[config.mk]
export PLATFORM = sky130hd
export DESIGN_NAME = fetch_sequencer_flat
export DESIGN_NICKNAME = d
export VERILOG_FILES = /design/src/rtl/fetch_sequencer_if.sv /design/src/rtl/fetch_sequencer.sv /design/src/flat_wrapper.sv
export SDC_FILE = /design/constraint.sdc
export NUM_CORES = 1
export LEC_CHECK = 0
export CAP_MARGIN = 40
export CORE_ASPECT_RATIO = 1.5
export CORE_MARGIN = 2
export CORE_UTILIZATION = 25
export CTS_CLUSTER_SIZE = 16
export DETAILED_ROUTE_END_ITERATION = 10
export SYNTH_ARGS = -nofsm -noshare
export SYNTH_HDL_FRONTEND = slang
export SYNTH_SLANG_ARGS = --single-unit
[constraint.sdc]
create_clock -name clk -period 2.08 [get_ports clk]
set_clock_uncertainty 0.15 [all_clocks]
set_input_delay 0.208 -clock clk [delete_from_list [all_inputs] [get_ports clk]]
set_output_delay 0.208 -clock clk [all_outputs]
set_load 0.05 [all_outputs]
[src/rtl/fetch_sequencer_if.sv]
// Bundle of the fetch sequencer's control, instruction-memory and datapath
// strobe signals. The sequencer uses the master side; the surrounding
// datapath / memory / controller uses the slave side.
interface fetch_sequencer_if #(
    parameter int ADDR_W  = 6,
    parameter int INSTR_W = 17
);
    logic               start;
    logic               stall;
    logic [INSTR_W-1:0] instr_in;
    logic               eq_flag;
    logic [ADDR_W-1:0]  pc;
    logic               ir_enable;
    logic [INSTR_W-1:0] ir;
    logic               alu_en;
    logic               reg_write;
    logic               mem_read;
    logic               mem_write;
    logic               halted;
    logic               busy;

    modport master (
        input  start, stall, instr_in, eq_flag,
        output pc, ir_enable, ir, alu_en, reg_write, mem_read, mem_write,
               halted, busy
    );

    modport slave (
        output start, stall, instr_in, eq_flag,
        input  pc, ir_enable, ir, alu_en, reg_write, mem_read, mem_write,
               halted, busy
    );
endinterface

[src/rtl/fetch_sequencer.sv]
// Multi-cycle fetch / decode / execute / writeback sequencer. Owns the
// program counter and the instruction register, decodes the 4-bit opcode
// in ir[15:12] and issues one-cycle datapath strobes. A JUMP whose target
// equals its own address parks the machine in HALT until the next start.
module fetch_sequencer #(
    parameter int ADDR_W     = 6,
    parameter int INSTR_W    = 17,
    parameter int START_ADDR = 1
) (
    input  logic               clk,
    input  logic               reset,
    fetch_sequencer_if.master  bus
);

    typedef enum logic [2:0] {
        S_IDLE      = 3'd0,
        S_FETCH     = 3'd1,
        S_DECODE    = 3'd2,
        S_EXECUTE   = 3'd3,
        S_WRITEBACK = 3'd4,
        S_HALT      = 3'd5
    } state_e;

    typedef enum logic [2:0] {
        OP_ALU   = 3'd0,
        OP_LOAD  = 3'd1,
        OP_STORE = 3'd2,
        OP_BEQ   = 3'd3,
        OP_JUMP  = 3'd4,
        OP_NOP   = 3'd5
    } op_class_e;

    localparam logic [ADDR_W-1:0] START_PC = ADDR_W'(START_ADDR);
    localparam logic [ADDR_W-1:0] PC_ONE   = ADDR_W'(1);

    state_e             state_q;
    logic [ADDR_W-1:0]  pc_q;
    logic [INSTR_W-1:0] ir_q;

    op_class_e          op;
    logic [ADDR_W-1:0]  pc_inc;
    logic [ADDR_W-1:0]  beq_tgt;
    logic [ADDR_W-1:0]  jump_tgt;
    logic               active;

    function automatic op_class_e decode_op(input logic [3:0] opc);
        case (opc)
            4'b0000, 4'b0100, 4'b0101, 4'b0110: decode_op = OP_ALU;
            4'b1001:                            decode_op = OP_LOAD;
            4'b1010:                            decode_op = OP_STORE;
            4'b0111:                            decode_op = OP_BEQ;
            4'b1011:                            decode_op = OP_JUMP;
            default:                            decode_op = OP_NOP;
        endcase
    endfunction

    // Opcode class and next-PC candidates, all derived from the latched IR
    always_comb begin
        op       = decode_op(ir_q[15:12]);
        pc_inc   = pc_q + PC_ONE;
        beq_tgt  = pc_q + ADDR_W'(ir_q[3:0]);
        jump_tgt = ir_q[ADDR_W-1:0];
    end

    // Sequencer: state, program counter and instruction register
    always_ff @(posedge clk) begin
        if (reset) begin
            state_q <= S_IDLE;
            pc_q    <= START_PC;
            ir_q    <= '0;
        end else if (!bus.stall) begin
            case (state_q)
                S_IDLE: begin
                    if (bus.start) begin
                        pc_q    <= START_PC;
                        state_q <= S_FETCH;
                    end
                end
                S_FETCH: begin
                    ir_q    <= bus.instr_in;
                    state_q <= S_DECODE;
                end
                S_DECODE: begin
                    state_q <= S_EXECUTE;
                end
                S_EXECUTE: begin
                    case (op)
                        OP_ALU, OP_LOAD: begin
                            state_q <= S_WRITEBACK;
                        end
                        OP_BEQ: begin
                            pc_q    <= bus.eq_flag ? beq_tgt : pc_inc;
                            state_q <= S_FETCH;
                        end
                        OP_JUMP: begin
                            if (jump_tgt == pc_q) begin
                                state_q <= S_HALT;
                            end else begin
                                pc_q    <= jump_tgt;
                                state_q <= S_FETCH;
                            end
                        end
                        default: begin
                            // STORE and NOP simply advance
                            pc_q    <= pc_inc;
                            state_q <= S_FETCH;
                        end
                    endcase
                end
                S_WRITEBACK: begin
                    pc_q    <= pc_inc;
                    state_q <= S_FETCH;
                end
                S_HALT: begin
                    if (bus.start) begin
                        pc_q    <= START_PC;
                        state_q <= S_FETCH;
                    end
                end
                default: begin
                    state_q <= S_IDLE;
                end
            endcase
        end
    end

    // Strobes decode registered state and IR; stall masks them so each fires
    // only in the one non-stalled cycle that actually advances its state
    always_comb begin
        active        = !bus.stall;
        bus.ir_enable = active && (state_q == S_FETCH);
        bus.alu_en    = active && (state_q == S_EXECUTE) &&
                        (op == OP_ALU || op == OP_LOAD ||
                         op == OP_STORE || op == OP_BEQ);
        bus.mem_read  = active && (state_q == S_EXECUTE) && (op == OP_LOAD);
        bus.mem_write = active && (state_q == S_EXECUTE) && (op == OP_STORE);
        bus.reg_write = active && (state_q == S_WRITEBACK);
        bus.halted    = (state_q == S_HALT);
        bus.busy      = (state_q == S_FETCH) || (state_q == S_DECODE) ||
                        (state_q == S_EXECUTE) || (state_q == S_WRITEBACK);
        bus.pc        = pc_q;
        bus.ir        = ir_q;
    end

endmodule

[src/flat_wrapper.sv]
// flat-port wrapper written by rule: the top's interface ports become plain ports
module fetch_sequencer_flat 
#(
    parameter int ADDR_W     = 6,
    parameter int INSTR_W    = 17,
    parameter int START_ADDR = 1
)
  (clk, reset, bus_start, bus_stall, bus_instr_in, bus_eq_flag, bus_pc, bus_ir_enable, bus_ir, bus_alu_en, bus_reg_write, bus_mem_read, bus_mem_write, bus_halted, bus_busy);
  fetch_sequencer_if #(.ADDR_W(ADDR_W), .INSTR_W(INSTR_W)) bus_i ();
  input  logic clk;
  input  logic reset;
  input wire logic [$bits(bus_i.start)-1:0] bus_start;
  input wire logic [$bits(bus_i.stall)-1:0] bus_stall;
  input wire logic [$bits(bus_i.instr_in)-1:0] bus_instr_in;
  input wire logic [$bits(bus_i.eq_flag)-1:0] bus_eq_flag;
  output wire logic [$bits(bus_i.pc)-1:0] bus_pc;
  output wire logic [$bits(bus_i.ir_enable)-1:0] bus_ir_enable;
  output wire logic [$bits(bus_i.ir)-1:0] bus_ir;
  output wire logic [$bits(bus_i.alu_en)-1:0] bus_alu_en;
  output wire logic [$bits(bus_i.reg_write)-1:0] bus_reg_write;
  output wire logic [$bits(bus_i.mem_read)-1:0] bus_mem_read;
  output wire logic [$bits(bus_i.mem_write)-1:0] bus_mem_write;
  output wire logic [$bits(bus_i.halted)-1:0] bus_halted;
  output wire logic [$bits(bus_i.busy)-1:0] bus_busy;
  assign bus_i.start = bus_start;
  assign bus_i.stall = bus_stall;
  assign bus_i.instr_in = bus_instr_in;
  assign bus_i.eq_flag = bus_eq_flag;
  assign bus_pc = bus_i.pc;
  assign bus_ir_enable = bus_i.ir_enable;
  assign bus_ir = bus_i.ir;
  assign bus_alu_en = bus_i.alu_en;
  assign bus_reg_write = bus_i.reg_write;
  assign bus_mem_read = bus_i.mem_read;
  assign bus_mem_write = bus_i.mem_write;
  assign bus_halted = bus_i.halted;
  assign bus_busy = bus_i.busy;
  fetch_sequencer #(.ADDR_W(ADDR_W), .INSTR_W(INSTR_W), .START_ADDR(START_ADDR)) u_core (.clk(clk), .reset(reset), .bus(bus_i));
endmodule
==> results of run 1 <==
## critical path, delay by kind of cell (launching register included)
kind | cells | cell delay (ns)
flops | 1 | 0.34
buf+inv | 3 | 0.34
simple gates | 2 | 0.67
## power by group through the flow
stage / registers (mW) / clock network, mW / logic (mW)
floorplan: 0.716 / 0 / 0.235
global placement: 0.629 / 0 / 0.535
detailed placement: 0.630 / 0 / 0.541
CTS: 0.620 / 0.724 / 0.550
global route: 0.626 / 0.741 / 0.627
finish: 0.621 / 0.702 / 0.578
## final cells by class
| class | instances | area, um2 | share of cell area [%] |
|---|---|---|---|
| sequential | 29 | 611 | 21.0 |
| timing repair buffer | 85 | 833 | 28.7 |
| multi-input combinational | 175 | 1190 | 41.0 |
| inverter | 7 | 38.8 | 1.34 |
| clock inverter | 3 | 65.1 | 2.24 |
| tap | 78 | 97.6 | 3.36 |
| clock buffer | 5 | 68.8 | 2.37 |
## synthesized netlist by cell type, drive strengths merged, types with 2 or more instances
| cell | number |
|---|---|
| clkbuf | 5 |
| xor2 | 3 |
| o21ai | 10 |
| ha | 8 |
| o221ai | 2 |
| nor2 | 15 |
| nor3 | 2 |
| xnor2 | 5 |
| a221oi | 2 |
| a22oi | 3 |
| nand3 | 6 |
| and3 | 4 |
| a21oi | 28 |
| inv | 6 |
| a21o | 2 |
| dfxtp | 29 |
| and2 | 3 |
| nor3b | 2 |
| a22o | 2 |
| nor2b | 2 |
| o22ai | 3 |
| nand2b | 5 |
| nand3b | 3 |
| or3 | 2 |
| o31ai | 2 |
| nand2 | 47 |
| buf | 7 |
## flip-flops by register name, summed over array words and instances (netlist names)
name,flops
u_core.bus.ir,17
u_core.bus.pc,6
u_core.op,3
u_core.state_q,3
## cells by family (layout without fill, tap and decap cells)
| family | after synthesis | in the layout | synth area share, % |
|---|---|---|---|
| simple gates | 95 | 95 | 26.5 |
| flops | 29 | 29 | 33.1 |
| mux | 1 | 1 | 0.570 |
| buf+inv | 19 | 100 | 5.56 |
| fa+ha+maj | 10 | 10 | 7.41 |
| compound gates | 61 | 61 | 22.9 |
| xor+xnor | 8 | 8 | 3.99 |
## repair_timing
action / 4_1_cts / 5_1_grt
hold endpoints to repair: 0 / 0
resized for setup: 9 / 12
pin swaps: 2 / 8
endpoints found under the setup margin: 8 / 8
buffers inserted: 0 / 2
## per-stage QoR
stage / hold slack [ns] / std cells / setup WS (ns) / power (mW)
after floorplan: 0.134 / 223 / 0.00382 / 0.951
after global placement: 0.294 / 373 / -0.331 / 1.16
after detailed placement: 0.299 / 373 / -0.367 / 1.17
after CTS: 0.279 / 380 / 0.0188 / 1.89
after global routing: 0.320 / 382 / 0.0107 / 1.99
final: 0.292 / 382 / 0.0943 / 1.90
## worst max-delay path by stage
stage / end / slack [ns] / cells past startpoint
CTS: bus_mem_write / 0.02 / 5
detailed placement: u_core.op[2]$_DFF_P_ / -0.37 / 10
global placement: u_core.op[2]$_DFF_P_ / -0.33 / 10
floorplan: u_core.bus.pc[0]$_SDFFE_PP1P_ / 0.004 / 6
finish: bus_mem_write / 0.09 / 5
global route: u_core.bus.pc[1]$_SDFFE_PP0P_ / 0.01 / 8
## per-layer routing
metal | routed length (um) | up-vias | GRT usage (%) | share of wire (%)
met3 | 250 | 9 | 3.57 | 4.8
li1 | - | 937 | - | -
met4 | 104 | 0 | 5.56 | 2.0
met1 | 2110 | 847 | 15.8 | 41
met2 | 2700 | 44 | 24.8 | 52
met5 | 0 | - | 0 | 0
==> insert_results.sql, run 1 <==
INSERT INTO impl_metrics (metric_group, metric, value, unit) VALUES
('pwr', 'power.share.combinational', '30.4', '%'),
('final_layout', 'postLayoutCoreUtil', '42.4', '%'),
('final_layout', 'fill_cells', '699', ''),
('min_path', 'min_path_cells', '4', ''),
('setup_path', 'critical-path-max-stage-delay', '0.39', 'ns'),
('cts', 'cts.root.buffer_cell', 'sky130_fd_sc_hd__clkbuf_8', ''),
('floorplanning', 'die_w', '72.4', 'um'),
('drt', 'via_count', '1837', ''),
('cts', 'cts_hold_buf', '0', ''),
('setup_path', 'cp_slowest_cell', 'sky130_fd_sc_hd__or3_4', ''),
('timing', 'hold_violations', '0', ''),
('synthesis', 'synth-warning-count', '0', ''),
('setup_path', 'start_kind', 'register', ''),
('cts', 'number_of_clock_sinks_seen_by_cts', '29', ''),
('synthesis', 'ff_latch_count_synth', '29', ''),
('cts', 'cts_buffers', '5', ''),
('synthesis', 'asyncSetResetFlopFracSynth', '0', '%'),
('pwr', 'static_leakage', '1.11', 'nW'),
('timing', 'timing.fmax', '504', 'MHz'),
('grt', 'globalRouteOverflowTotal', '0', ''),
('cts', 'clock_tree.htree_level_count', '2', ''),
('setup_path', 'r2r_start', 'u_core.bus.pc[0]$_SDFFE_PP1P_', ''),
('synthesis', 'ys_seq_area_share', '33.1', '%'),
('cts', 'insertion_delay', '0.28', 'ns'),
('setup_path', 'worst_ep_arrival_time', '1.63', 'ns'),
('floorplanning', 'floorplan.rows', '37', ''),
('floorplanning', 'floorplan.initialDensity', '25.6', '%'),
('pwr', 'netSwitchingPower', '0.580', 'mW'),
('setup_path', 'crit-reg2reg-capture', 'u_core.bus.pc[0]$_SDFFE_PP1P_', ''),
('timing', 'unrepaired_setup_endpoints_after_global_routing', 'false', ''),
('synthesis', 'synth_net_count', '254', ''),
('grt', 'pin_count_of_the_biggest_net_entering_global_routing', '24', ''),
('status', 'outcome', 'completed', ''),
('floorplanning', 'dieHeight', '107', 'um'),
('placed_design', 'buffer_ports.inserted', '51', ''),
('final_layout', 'antenna_cells_inserted', '0', ''),
('pwr', 'power-per-cell-area', '654', 'nW/um2'),
('synthesis', 'syn_area', '1760', 'um2'),
('synthesis', 'synth_top_cell_area_share', '33.1', '%'),
('timing', 'final-setup-viol-count', '0', ''),
('timing', 'worstMarginPinSlew', '0.505', 'ns'),
('pwr', 'power.ir.vdd_worst', '0.504', 'mV'),
('grt', 'first_global_vias', '1883', ''),
('final_layout', 'finish.net_count', '334', ''),
('setup_path', 'regToRegSetupSlack', '0.10', 'ns'),
('floorplanning', 'std_cell_core_area', '6850', 'um2'),
('final_layout', 'final_non_filler_cell_area', '2910', 'um2'),
('drt', 'detail_route.vias_per_cell', '4.81', ''),
('timing', 'max-slew-margin-rel', '66.2', '%'),
('setup_path', 'kind_of_end_point_of_the_critical_path', 'primary output', ''),
('floorplanning', 'num_io_pins', '52', ''),
('timing', 'fin_crit_sh', '95.5', '%'),
('setup_path', 'critical_path.cell_chain', 'buf_6 > inv_2 > or3_4 > nor4b_4 > buf_12', ''),
('final_layout', 'most-common-layout-cells', 'sky130_fd_sc_hd__nand2_1, sky130_fd_sc_hd__clkdlybuf4s50_1, sky130_fd_sc_hd__buf_4', ''),
('final_layout', 'layout_commonest_cell', 'sky130_fd_sc_hd__nand2_1', ''),
('min_path', 'worstHoldPathType', 'primary input to register', ''),
('setup_path', 'maximum_fanout_along_the_worst_path', '6', ''),
('min_path', 'holdPathEnd', 'u_core.state_q[1]$_SDFFE_PP0P_', ''),
('final_layout', 'drive_gt1_share', '27.3', '%'),
('timing', 'final.min_clock_period', '1.99', 'ns'),
('setup_path', 'worstPathRequired', '1.72', 'ns'),
('final_layout', 'syn2layout_area_growth', '65.5', '%'),
('drt', 'detail_route.wl_per_cell', '13.5', 'um'),
('setup_path', 'setup.worst_path.start', 'u_core.state_q[1]$_SDFFE_PP0P_', ''),
('cts', 'cts_tree', 'done', ''),
('pwr', 'share_seq_of_total_power', '32.7', '%'),
('drt', 'drc', '0', ''),
('placed_design', 'place.gp.congestion', '0.833', ''),
('setup_path', 'timing.setup.critical_path_class', 'register to primary output', ''),
('setup_path', 'ff2ff_path_depth', '6', ''),
('synthesis', 'synth_enable_flop_cells', '0', '');
No activity file was read; power rests on OpenSTA's default activity.
==> run 2: changes to the inputs <==
SETUP_SLACK_MARGIN = 0.05   (was default)
==> insert_results.sql, run 2 (synthesis results as in run 1) <==
INSERT INTO impl_metrics (metric_group, metric, value, unit) VALUES
('min_path', 'min_path_cells', '2', ''),
('grt', 'pin_count_of_the_biggest_net_entering_global_routing', '21', ''),
('setup_path', 'regToRegSetupSlack', '0.10', 'ns'),
('drt', 'routed-wl-met2', '2990', 'um'),
('grt', 'grt_pass1_wl', '8800', 'um'),
('drt', 'finalWirelength', '5430', 'um'),
('pwr', 'power.share.combinational', '32.6', '%'),
('final_layout', 'syn2layout_area_growth', '68.3', '%'),
('final_layout', 'number_of_flip_flops_under_the_largest_register_name', '17', ''),
('grt', 'globalRouteOverflowTotal', '0', ''),
('setup_path', 'ff2ff_path_depth', '6', ''),
('drt', 'drc', '0', ''),
('drt', 'routedLengthMet1', '2110', 'um'),
('timing', 'final.min_clock_period', '2.02', 'ns'),
('min_path', 'hold_path_startpoint', 'u_core.bus.ir[9]$_SDFFE_PP0N_', ''),
('timing', 'worst_hold_margin', '0.305', 'ns'),
('final_layout', 'layoutNonFillerInstCount', '387', ''),
('timing', 'slew_viol_final', '0', ''),
('floorplanning', 'floorplan.initialDensity', '25.6', '%'),
('floorplanning', 'die_w', '72.4', 'um'),
('timing', 'worstMarginPinSlew', '0.521', 'ns'),
('final_layout', 'layout_commonest_cell', 'sky130_fd_sc_hd__nand2_1', ''),
('setup_path', 'r2r_start', 'u_core.bus.pc[2]$_SDFFE_PP0P_', ''),
('setup_path', 'timing.setup.critical_path_class', 'register to primary output', ''),
('cts', 'clk_transition_reported_paths', '0.06', 'ns'),
('timing', 'max-slew-margin-rel', '65.1', '%'),
('grt', 'antenna_found_initial', '0', ''),
('pwr', 'power-per-cell-area', '625', 'nW/um2'),
('timing', 'final-setup-viol-count', '0', ''),
('pwr', 'share_clk_of_total_power', '33.7', '%'),
('floorplanning', 'num_io_pins', '52', ''),
('drt', 'detail_route.vias_per_cell', '4.94', ''),
('pwr', 'netSwitchingPower', '0.594', 'mW'),
('final_layout', 'most-common-layout-cells', 'sky130_fd_sc_hd__nand2_1, sky130_fd_sc_hd__clkdlybuf4s50_1, sky130_fd_sc_hd__buf_4', ''),
('floorplanning', 'floorplan.rows', '37', ''),
('timing', 'hold_violations', '0', ''),
('final_layout', 'postLayoutCoreUtil', '43.1', '%'),
('drt', 'drt-pass1-iter-count', '4', ''),
('cts', 'cts_buffers', '5', ''),
('cts', 'cts.root.buffer_cell', 'sky130_fd_sc_hd__clkbuf_8', ''),
('pwr', 'total_power_consumption', '1.85', 'mW'),
('setup_path', 'maximum_fanout_along_the_worst_path', '7', ''),
('drt', 'drt.antenna.violating_nets', '0', ''),
('drt', 'route.top_layer_used', 'met4', ''),
('timing', 'fin_crit_sh', '97.0', '%'),
('pwr', 'share_seq_of_total_power', '33.6', '%'),
('setup_path', 'worstPathRequired', '1.72', 'ns'),
('job', 'maxCapViolCount', '0', ''),
('final_layout', 'drive_gt1_share', '29.4', '%'),
('status', 'outcome', 'completed', ''),
('drt', 'via_count', '1913', ''),
('cts', 'cts_buffer_depth', '2', ''),
('placed_design', 'place.gp.congestion', '0.841', ''),
('drt', 'detail_route.wl_per_cell', '14.0', 'um'),
('pwr', 'internal_power', '1.25', 'mW'),
('floorplanning', 'area_of_the_die', '7720', 'um2'),
('min_path', 'worstHoldPathType', 'register to register', ''),
('placed_design', 'post-dp-hpwl', '4150', 'um'),
('cts', 'clock_tree.htree_level_count', '2', ''),
('final_layout', 'multi_input_area', '1210', 'um2'),
('timing', 'unrepaired_setup_endpoints_after_global_routing', 'true', ''),
('cts', 'number_of_clock_sinks_seen_by_cts', '29', ''),
('final_layout', 'fill_cells', '704', ''),
('drt', 'detail_route.iter0.violations', '95', ''),
('cts', 'cts_tree', 'done', ''),
('grt', 'first_global_vias', '1878', ''),
('pwr', 'static_leakage', '1.12', 'nW'),
('final_layout', 'regArea', '617', 'um2'),
('cts', 'insertion_delay', '0.29', 'ns'),
('timing', 'timing.fmax', '496', 'MHz'),
('pwr', 'p_sw_share', '32.2', '%'),
('setup_path', 'kind_of_end_point_of_the_critical_path', 'primary output', ''),
('floorplanning', 'dieHeight', '107', 'um'),
('setup_path', 'crit-reg2reg-capture', 'u_core.bus.pc[0]$_SDFFE_PP1P_', ''),
('final_layout', 'finish.net_count', '339', ''),
('min_path', 'holdPathEnd', 'u_core.bus.ir[9]$_SDFFE_PP0N_', ''),
('placed_design', 'buffer_ports.inserted', '51', ''),
('timing', 'final.setup.tns', '0', 'ns'),
('setup_path', 'start_kind', 'register', ''),
('pwr', 'power.ir.vdd_worst', '0.467', 'mV'),
('floorplanning', 'std_cell_core_area', '6850', 'um2'),
('placed_design', 'numPlacedInstances', '374', ''),
('setup_path', 'worst_ep_arrival_time', '1.66', 'ns'),
('drt', 'wl_met3', '197', 'um'),
('final_layout', 'antenna_cells_inserted', '0', ''),
('grt', 'globalRouteTotalUtil', '14.6', '%');
run 2: area by class of cell:
type	instances	share of cell area, %
Multi-Input combinational cell	175	41.0
Clock buffer	7	2.92
Tap cell	78	3.30
Inverter	7	1.40
Clock inverter	1	1.02
Timing Repair Buffer	90	29.5
Sequential cell	29	20.9
run 2: power groups by stage:
stage               Clock, mW  Combinational [mW]  Sequential (mW)
global route            0.664               0.651            0.626
finish                  0.622               0.602            0.621
detailed placement          0               0.552            0.631
CTS                     0.638               0.577            0.622
floorplan                   0               0.240            0.716
global placement            0               0.547            0.631
run 2: through the flow:
stage,setup WS (ns),area (um2)
global route,-0.00755,2950
detailed placement,-0.378,2710
floorplan,0.0621,1850
global placement,-0.266,2710
finish,0.0620,2950
CTS,-0.0178,2900
run 2: how the worst max path moves through the flow:
stage,start,endpoint,slack [ns]
2_1_floorplan,u_core.bus.pc[2]$_SDFFE_PP0P_,u_core.bus.pc[0]$_SDFFE_PP1P_,0.06
3_3_place_gp,bus_stall,u_core.op[2]$_DFF_P_,-0.27
3_5_place_dp,bus_stall,u_core.op[2]$_DFF_P_,-0.38
4_1_cts,u_core.state_q[0]$_SDFFE_PP0P_,bus_mem_write,-0.02
5_1_grt,u_core.state_q[1]$_SDFFE_PP0P_,bus_mem_write,-0.008
6_report,u_core.state_q[1]$_SDFFE_PP0P_,bus_mem_write,0.06
run 2: critical path: stages, from the launching register on:
cell and delay [ns]:
sky130_fd_sc_hd__dfxtp_2 0.33, sky130_fd_sc_hd__buf_6 0.12, sky130_fd_sc_hd__inv_4 0.05, sky130_fd_sc_hd__or3_4 0.41, sky130_fd_sc_hd__nor4b_4 0.29, sky130_fd_sc_hd__buf_12 0.18
run 2: timing repair:
action                                  4_1_cts  5_1_grt
endpoints found under the setup margin       11        8
pin swaps                                     5        5
hold buffers                                  0        0
resized for setup                            14       12
setup buffers                                 2        3
run 2: layer usage:
layer | track usage [%] | vias up
met5 | 0 | -
li1 | - | 950
met3 | 3.29 | 14
met4 | 5.82 | 0
met2 | 26.7 | 45
met1 | 15.9 | 904
